### src/rtl/pipe_hazard_ctrl.sv
// Pipeline hazard controller: load-use stalls and branch/jump flushes sequenced by a small FSM.
// Optional event counters are enabled by defining PIPE_HAZARD_STATS_EN.
module pipe_hazard_ctrl #(
  parameter int unsigned REG_ADDR_W   = 5,
  parameter int unsigned STALL_CYCLES = 1,
  parameter int unsigned FLUSH_CYCLES = 1
) (
  input  logic                  clk,
  input  logic                  reset,
  input  logic [REG_ADDR_W-1:0] id_rs,
  input  logic [REG_ADDR_W-1:0] id_rt,
  input  logic                  idex_mem_read,
  input  logic [REG_ADDR_W-1:0] idex_rt,
  input  logic                  branch_taken,
  input  logic                  jump,
  output logic                  pc_enable,
  output logic                  ifid_enable,
  output logic                  ifid_flush,
  output logic                  idex_bubble,
  output logic                  busy
`ifdef PIPE_HAZARD_STATS_EN
  ,
  output logic [15:0]           stall_events,
  output logic [15:0]           flush_events
`endif
);

  typedef enum logic [1:0] {StRun, StStall, StFlush} state_e;

  localparam logic [3:0] StallInit  = 4'(STALL_CYCLES - 1);
  localparam logic [3:0] FlushInit  = 4'(FLUSH_CYCLES - 1);
  localparam bit         MultiStall = (STALL_CYCLES > 1);
  localparam bit         MultiFlush = (FLUSH_CYCLES > 1);

  state_e     state_q, state_d;
  logic [3:0] cnt_q, cnt_d;
  logic       hazard, redirect;
  logic       pc_en, ifid_en, flush, bubble;

  // $0 is hardwired to zero, so a load targeting it cannot create a dependency.
  assign hazard = idex_mem_read && (idex_rt != '0) &&
                  ((idex_rt == id_rs) || (idex_rt == id_rt));
  assign redirect = branch_taken || jump;

  always_comb begin
    state_d = state_q;
    cnt_d   = cnt_q;
    pc_en   = 1'b1;
    ifid_en = 1'b1;
    flush   = 1'b0;
    bubble  = 1'b0;
    unique case (state_q)
      StRun, StStall: begin
        if (redirect) begin
          flush  = 1'b1;
          bubble = 1'b1;
          if (MultiFlush) begin
            state_d = StFlush;
            cnt_d   = FlushInit;
          end else begin
            state_d = StRun;
            cnt_d   = 4'd0;
          end
        end else if (state_q == StStall) begin
          pc_en   = 1'b0;
          ifid_en = 1'b0;
          bubble  = 1'b1;
          if (cnt_q <= 4'd1) begin
            state_d = StRun;
            cnt_d   = 4'd0;
          end else begin
            cnt_d = cnt_q - 4'd1;
          end
        end else if (hazard) begin
          pc_en   = 1'b0;
          ifid_en = 1'b0;
          bubble  = 1'b1;
          if (MultiStall) begin
            state_d = StStall;
            cnt_d   = StallInit;
          end
        end
      end
      StFlush: begin
        // ID holds a flushed NOP here, so hazards are not considered.
        flush  = 1'b1;
        bubble = 1'b1;
        if (cnt_q <= 4'd1) begin
          state_d = StRun;
          cnt_d   = 4'd0;
        end else begin
          cnt_d = cnt_q - 4'd1;
        end
      end
      default: begin
        state_d = StRun;
        cnt_d   = 4'd0;
      end
    endcase
  end

  always_ff @(posedge clk) begin
    if (!reset) begin
      state_q <= StRun;
      cnt_q   <= 4'd0;
    end else begin
      state_q <= state_d;
      cnt_q   <= cnt_d;
    end
  end

  assign pc_enable   = reset & pc_en;
  assign ifid_enable = reset & ifid_en;
  assign ifid_flush  = reset & flush;
  assign idex_bubble = reset & bubble;
  assign busy        = reset & (state_q != StRun);

`ifdef PIPE_HAZARD_STATS_EN
  always_ff @(posedge clk) begin
    if (!reset) begin
      stall_events <= 16'd0;
      flush_events <= 16'd0;
    end else begin
      if ((state_q == StRun) && hazard && !redirect) stall_events <= stall_events + 16'd1;
      if (redirect) flush_events <= flush_events + 16'd1;
    end
  end
`endif

endmodule

### config.mk
export PLATFORM = sky130hd
export DESIGN_NAME = pipe_hazard_ctrl
export DESIGN_NICKNAME = d
export VERILOG_FILES = /design/src/rtl/pipe_hazard_ctrl.sv
export SDC_FILE = /design/constraint.sdc
export NUM_CORES = 1
export LEC_CHECK = 0
export BUFFER_PORTS_ARGS = -buffer_cell sky130_fd_sc_hd__buf_2
export CAP_MARGIN = 10
export CORE_AREA = 2 2 39 41
export DETAILED_ROUTE_END_ITERATION = 16
export DIE_AREA = 0 0 41 43
export PLACE_DENSITY = 0.65
export SYNTH_ARGS = -nofsm -noshare
export SYNTH_HDL_FRONTEND = slang
export SYNTH_SLANG_ARGS = --single-unit
### constraint.sdc
create_clock -name clk -period 3.98 [get_ports clk]
set_input_delay 0.597 -clock clk [delete_from_list [all_inputs] [get_ports clk]]
set_output_delay 0.597 -clock clk [all_outputs]
set_load 0.005 [all_outputs]
==> Word-level counts from Yosys, hierarchy flattened <==
Cells that the tools add are included.
{ "op_classes": {"add_sub_neg": 1, "n_lt_le_gt_ge": 1, "eq_ne": 5, "muxes": 18, "bitwise": 4, "reduce_logical": 8} }
{ "op_table": {"columns": ["operator", "count"], "rows": [
  ["2-to-1 mux 4 bit", 3],
  ["== test 5 bit", 2],
  ["2-to-1 mux 1 bit", 8],
  ["case mux 4 bit (2 select lines)", 1],
  ["2-to-1 mux 2 bit", 3],
  ["nonzero test 5 bit", 1],
  ["bitwise AND 1 bit", 4],
  ["less-or-equal comparator 4 x 1 -> 1 bit, second input constant", 1],
  ["case mux 1 bit (2 select lines)", 2],
  ["case mux 2 bit (2 select lines)", 1],
  ["subtractor 4 x 1 -> 4 bit, second input constant", 1],
  ["!= test 3 bit, second input constant", 1],
  ["== test 2 x 1 -> 1 bit, second input constant", 1],
  ["== test 2 bit, second input constant", 1],
  ["logical AND 1 bit", 2],
  ["logical NOT 2 bit", 1],
  ["logical OR 1 bit", 2],
  ["nonzero test 2 bit", 1],
  ["OR reduction 2 bit", 1]
]} }
{ "word_totals": {"reg_bits": 6, "input_bits": 20, "out_inout_bits": 5, "wordCells": 39} }

==> Depth between registers and ports, before layout <==
Gate-level depths: netlist (run 1).
{ "logic_depth": {"depth_word": 8, "ltp_mapped": 6, "depth_no_buf": 6} }

==> Worst setup path before layout (run 1) <==
OpenSTA, ideal clock, no wires.
{ "synth_timing": {"path_kind": "input to output", "start": "input port idex_rt[1]", "end": "output port pc_enable", "arrival_ps": 1654, "required_ps": 3383, "slack_ps": 1729, "path_stages": 4, "path_buffers": 1, "cell_sequence": "or4_1 o21a_1 a31oi_1 buf_4"} }
{ "synth_via": {"elab_chain_len": 8, "elab_cells_between_ends": 11, "classes_between": "2 x eq/ne; 4 x mux; 1 x bitwise; 4 x reduce/logical"} }
{ "synth_rtl": {"columns": ["item", "line", "text"], "rows": [
  ["start: declaration", "13", "input logic [REG_ADDR_W-1:0] idex_rt,"],
  ["== test 5 bit / nonzero test 5 bit (equally long branches)", "42, 41", null],
  ["logical OR 1 bit / logical AND 1 bit (equally long branches)", "42, 41", null],
  ["logical AND 1 bit (*)", "41", "assign hazard = idex_mem_read && (idex_rt != '0) &&"],
  ["2-to-1 mux 1 bit (*) (4 in series)", null, null],
  ["bitwise AND 1 bit (*)", null, null],
  ["end: declaration", "16", "output logic pc_enable,"]
]} }
Every way passes the cells marked *; elsewhere a longest branch is shown, timed or not.

==> Worst setup path in the final report (run 1) <==
{ "layout_timing": {"start": "input port idex_rt[1]", "end": "output port idex_bubble"} }
{ "layout_via": {"elab_chain_len": 8, "elab_cells_between_ends": 11, "classes_between": "2 x eq/ne; 4 x mux; 1 x bitwise; 4 x reduce/logical"} }
{ "layout_rtl": {"columns": ["item", "line", "text"], "rows": [
  ["== test 5 bit / nonzero test 5 bit (equally long branches)", "42, 41", null],
  ["logical OR 1 bit / logical AND 1 bit (equally long branches)", "42, 41", null],
  ["logical AND 1 bit (*)", "41", null],
  ["2-to-1 mux 1 bit (*)", "74", "end else if (hazard) begin"],
  ["2-to-1 mux 1 bit (*)", "64", "end else if (state_q == StStall) begin"],
  ["2-to-1 mux 1 bit (*)", "54", "if (redirect) begin"],
  ["case mux 1 bit (2 select lines) (*)", "52", "unique case (state_q)"],
  ["bitwise AND 1 bit (*)", "115", "assign idex_bubble = reset & bubble;"],
  ["end: declaration", "19", "output logic idex_bubble,"]
]} }
Marked as above.

==> results.yml, run 1 <==
worst_setup_path:
  path_cells: "buf_2 > or4_1 > o21a_1 > and2_0 > a22o_1 > buf_2"
  startpoint: "idex_rt[1]"
  r2r_slack_ns: 2.14
  cp_common_cell: "buf_2"
  r2r-end: "cnt_q[1]"
  crit_path_top_delay_cell: "or4_1"
  crit_cells: 6
  cpLargestDelayFamily: "simple AND/OR/NAND/NOR gates"
  timing.rr.start: "cnt_q[0]"
  required_ns: 3.38
  crit_buf_inv: 2
  critPathMaxFanout: 3
  r2r.worst_path.cells: 6
  endpoint: "idex_bubble"
  critPathArrivalTime_ns: 1.85
  start_kind: "input pin"
  slowest_delay_ns: 0.52
  path_class: "input pin to output port"
  endpoint_kind: "output port"
sta:
  rsz0062_at_grt: "no"
  slew_headroom_pct: 64.5
  tightest_slew_ns: 0.526
  hold_violations: 0
  setup_tns_ns: 0
  layout_min_cycle_time_ns: 2.44
  setup_viol: 0
  finalCritPeriodShare_pct: 61.4
  clock_skew_ns: 0.000570
  slew_viol_final: 0
  fmax_mhz: 409
logic_synthesis:
  synth_fa_ha_area_share_pct: 5.32
  synth-simple-area-share_pct: 26.1
  synth_top_area_cell: "dfxtp_1"
  synth_top_area_share_pct: 25.5
  synth_area_um2: 470
  synth-xor-area-share_pct: 24.2
  syn_area_per_cell_um2: 7.71
  synth_cell_types: 25
  ys.flop_type: "dfxtp_1"
  synth_seq_area_share_pct: 25.5
  synth_edf_count: 0
  ys_async_sr_fraction_pct: 0
  muxShareOfSynthArea_pct: 0
  syn_nets: 83
  synth_compound_area_share_pct: 14.9
  synthTopCellsByArea: "dfxtp_1 26%, xnor2_1 20%, nand2_1 6.4%, nor2_1 5.6%, ha_1 5.3%"
  synth_top_family_by_area: "simple AND/OR/NAND/NOR gates"
  synth_cells: 61
  yosysWarnings: 0
  ys_ff_latch: 6
power_and_ir_drop:
  power_mw: 0.165
  ir_worst_vdd_mv: 0.0853
  leakage_nw: 0.280
  power_density_mw_per_mm2: 265
clock_network:
  cts_max_level: 1
  cts_buffer_depth: 2
  holdBufCountCts: 0
  cts_sinks: 6
  cts.repair.resized: 0
  clock_latency_ns: 0.25
  numCtsBuffers: 3
  cts_tree: "done"
  path_clk_slew_ns: 0.05
  cts_setup_buffers: 0
  cts_root_buffer: "clkbuf_4"
floorplanning:
  top_level_ports: 25
  rows: 14
  fp.dieW_um: 41
  dieArea_mm2: 0.00176
  die_y_um: 43
  start_util_pct: 34.0
  core_area_mm2: 0.00138
place:
  port_buffers: 24
  hpwl_um: 788
  gp_congestion: 0.638
global_routing:
  grt_antenna_before_repair: 0
  grt_pass1_wl_um: 1430
  first_global_vias: 397
  grt_max_degree: 7
  grtUsageTotal_pct: 12.0
  grt_overflow_total: 0
cells_and_area:
  syn2layout_area_growth_pct: 32.2
  layout-drive-gt1-share_pct: 33.7
  final_cell_mix: "24 x buf_2, 11 x xnor2_1, 8 x nand2_1"
  final_common_cell: "buf_2"
  fin_nets: 110
  antenna_cells: 0
drt:
  vias: 479
  drtPass1Iterations: 3
  avgViaCountPerCell: 4.70
  drtAntennaViolNets: 0
  drcViolationCount: 0
  wl_per_cell_um: 9.35
  routed_wl_um: 954
  drtIter0Drc: 12
run_status:
  outcome: "complete, no violations"
min_path:
  holdPathStages: 2
  min_path_type: "register to register"
  hold_start: "cnt_q[1]"
job:
  maxCapViolations: 0
-- metal layers --
metal	global-route usage [%]	wire length, µm	vias up
met1	15.1	445	200
met3	1.57	57	2
met5	0	0	-
met4	10.0	14	0
met2	17.2	436	20
li1	-	-	257
-- cell type report --
class / count / area (µm²)
inverters: 2 / 7.51
repair buffers: 24 / 120
fillers: 143 / 762
well taps: 16 / 20.0
multi-input cells: 51 / 332
flip-flops and latches: 6 / 120
clock buffers: 3 / 22.5
-- synth_stat cells (2+ instances only) --
library cell  instances
dfxtp_1               6
inv_1                 2
nor2_1                7
nand2_1               8
ha_1                  2
or4_1                 2
o21a_1                2
or2_2                 2
nand3_1               2
nor3_1                2
xnor2_1              11
xor2_1                2
-- sequential cells by signal (all words and copies together) (netlist names) --
signal / cells
cnt_q: 4
state_q: 2
-- power by group --
| part | switching, mW | leakage, nW | internal (mW) | total [mW] |
|---|---|---|---|---|
| logic | 0.0200 | 0.218 | 0.0240 | 0.0440 |
| registers | 0.00143 | 0.0487 | 0.0620 | 0.0634 |
| clock network | 0.0231 | 0.0138 | 0.0342 | 0.0572 |
| total | 0.0445 | 0.280 | 0.120 | 0.165 |
-- per-stage QoR --
step	hold WS, ns	cells	utilization, %	worst slack [ns]	instance area [µm²]
2_1_floorplan	0.477	61	-	1.73	470
3_3_place_gp	0.493	99	43.3	1.53	599
3_5_place_dp	0.507	99	43.3	1.53	599
4_1_cts	0.512	102	44.9	1.53	622
5_1_grt	0.544	102	44.9	1.48	622
6_report	0.512	102	44.9	1.54	622
-- worst register-to-register path, delay by kind of cell (launching register included) --
kind | cells | cell delay [ns]
AO/OA/AOI/OAI | 3 | 0.79
flip-flops | 1 | 0.38
AND/OR/NAND/NOR | 1 | 0.32
adder cells (fa/ha/maj) | 1 | 0.20
buffers and inverters | 1 | 0.06
-- cells by family (layout without fill, tap and decap cells) --
group           after synthesis  in the layout
compound gates               10             10
xor+xnor                     13             13
fa+ha+maj                     2              2
buf+inv                       4             29
flops                         6              6
simple gates                 26             26
-- worst min path at each step --
stage                             to  slack (ns)
after global placement      cnt_q[3]        0.49
after detailed placement  state_q[0]        0.51
after floorplan           state_q[0]        0.48
final                       cnt_q[1]        0.51
after CTS                   cnt_q[1]        0.51
after global routing      state_q[0]        0.54
Power figures use the tool's default switching activity.
==> inputs of run 2 (changes only) <==
Clock period 3.98 ns to 2.4 ns, I/O delays scaled along.
==> results.yml, run 2 (same netlist as run 1, synthesis figures left out) <==
clock_network:
  cts_sinks: 6
  cts_root_buffer: "clkbuf_4"
  holdBufCountCts: 0
  numCtsBuffers: 3
  cts.repair.resized: 0
  cts_buffer_depth: 2
  cts_max_level: 1
  cts_setup_buffers: 0
  cts_tree: "done"
  clock_latency_ns: 0.24
  path_clk_slew_ns: 0.05
min_path:
  min_path_type: "input pin to register"
  holdPathStages: 3
global_routing:
  grt_max_degree: 7
  grt_pass1_wl_um: 1430
  grt_antenna_before_repair: 0
  first_global_vias: 397
  grtUsageTotal_pct: 12.0
  grt_overflow_total: 0
power_and_ir_drop:
  p_comb_share_pct: 26.7
  leakage_nw: 0.280
  ir_worst_vdd_mv: 0.141
  clock_power_share_pct: 34.7
  pwr-share-seq_pct: 38.6
  swShare_pct: 26.9
  power_density_mw_per_mm2: 438
  power_mw: 0.272
  power.switching_mw: 0.0733
  p_int_mw: 0.199
sta:
  setup_viol: 0
  setup_tns_ns: 0
  fmax_mhz: 497
  hold_violations: 0
  rsz0062_at_grt: "no"
  slew_headroom_pct: 67.4
  slew_viol_final: 0
  clock_skew_ns: 0.000467
  layout_min_cycle_time_ns: 2.01
  fin_worst_hold_slack_ns: 0.409
  tightest_slew_ns: 0.484
  finalCritPeriodShare_pct: 83.9
drt:
  drtIter0Drc: 12
  drcViolationCount: 0
  wl_per_cell_um: 9.27
  drtPass1Iterations: 3
  avgViaCountPerCell: 4.67
  routed_wl_um: 946
  drtAntennaViolNets: 0
  vias: 476
cells_and_area:
  final_cell_mix: "24 x buf_2, 11 x xnor2_1, 8 x nand2_1"
  antenna_cells: 0
  layout-drive-gt1-share_pct: 33.7
  regMostFlops: "cnt_q"
  largest_reg_flops: 4
  fin_nets: 110
  final_util_pct: 44.9
  largest_registers: "cnt_q x4, state_q x2"
  final_common_cell: "buf_2"
  syn2layout_area_growth_pct: 32.2
  fill_cells: 144
floorplanning:
  start_util_pct: 34.0
  die_y_um: 43
  dieArea_mm2: 0.00176
  fp.dieW_um: 41
  core_area_mm2: 0.00138
  top_level_ports: 25
  rows: 14
worst_setup_path:
  start_kind: "register"
  critPathMaxFanout: 6
  critPathArrivalTime_ns: 1.65
  slowest_delay_ns: 0.67
  path_class: "register to output port"
  crit_buf_inv: 1
  required_ns: 2.04
  endpoint_kind: "output port"
  cpLargestDelayFamily: "simple AND/OR/NAND/NOR gates"
  path_cells: "or4_1 > a22o_1 > buf_2"
  crit_path_top_delay_cell: "or4_1"
  crit_cells: 3
  r2r.worst_path.cells: 6
place:
  port_buffers: 24
  gp_congestion: 0.638
  hpwl_um: 789
job:
  maxCapViolations: 0
run_status:
  outcome: "complete, no violations"
[run 2: cell counts in the layout (fill, tap and decap cells not counted)]
No cell type changed its count.
[run 2: routing by layer]
layer,track usage (%),vias up,wire length [µm]
met1,15.1,196,430
met3,1.57,2,60
li1,-,257,-
met5,0,-,0
met4,10.0,0,14
met2,17.2,21,440
[run 2: power by group through the flow]
stage | clock, mW | sequential (mW) | combinational [mW]
6_report | 0.0946 | 0.105 | 0.0727
5_1_grt | 0.101 | 0.105 | 0.0816
4_1_cts | 0.101 | 0.105 | 0.0739
3_5_place_dp | 0 | 0.107 | 0.0735
3_3_place_gp | 0 | 0.107 | 0.0726
2_1_floorplan | 0 | 0.107 | 0.0450
[run 2: worst register-to-register path: stages (launching register included)]
cell      delay (ns)
dfxtp_1         0.38
inv_1           0.06
ha_1            0.20
or2_2           0.32
a311oi_1        0.27
o21ai_0         0.24
a211oi_1        0.26
[run 2: layout make-up]
cell class	count	area [µm²]	share of cell area, %
clock buffers	3	22.5	3.62
inverters	2	7.51	1.21
multi-input cells	51	332	53.3
flip-flops and latches	6	120	19.3
well taps	16	20.0	3.22
repair buffers	24	120	19.3
[run 2: worst paths after layout]
path	start	endpoint	slack [ns]
min	reset	state_q[0]	0.41
max reg2reg	cnt_q[0]	cnt_q[1]	0.58
min reg2reg	cnt_q[1]	cnt_q[1]	0.51
max	state_q[1]	idex_bubble	0.39
[run 2: per-stage QoR]
stage | cell area, µm² | std cells | setup WS, ns
floorplan | 470 | 61 | 0.623
global placement | 599 | 99 | 0.425
detailed placement | 599 | 99 | 0.423
CTS | 622 | 102 | 0.369
global route | 622 | 102 | 0.310
finish | 622 | 102 | 0.386
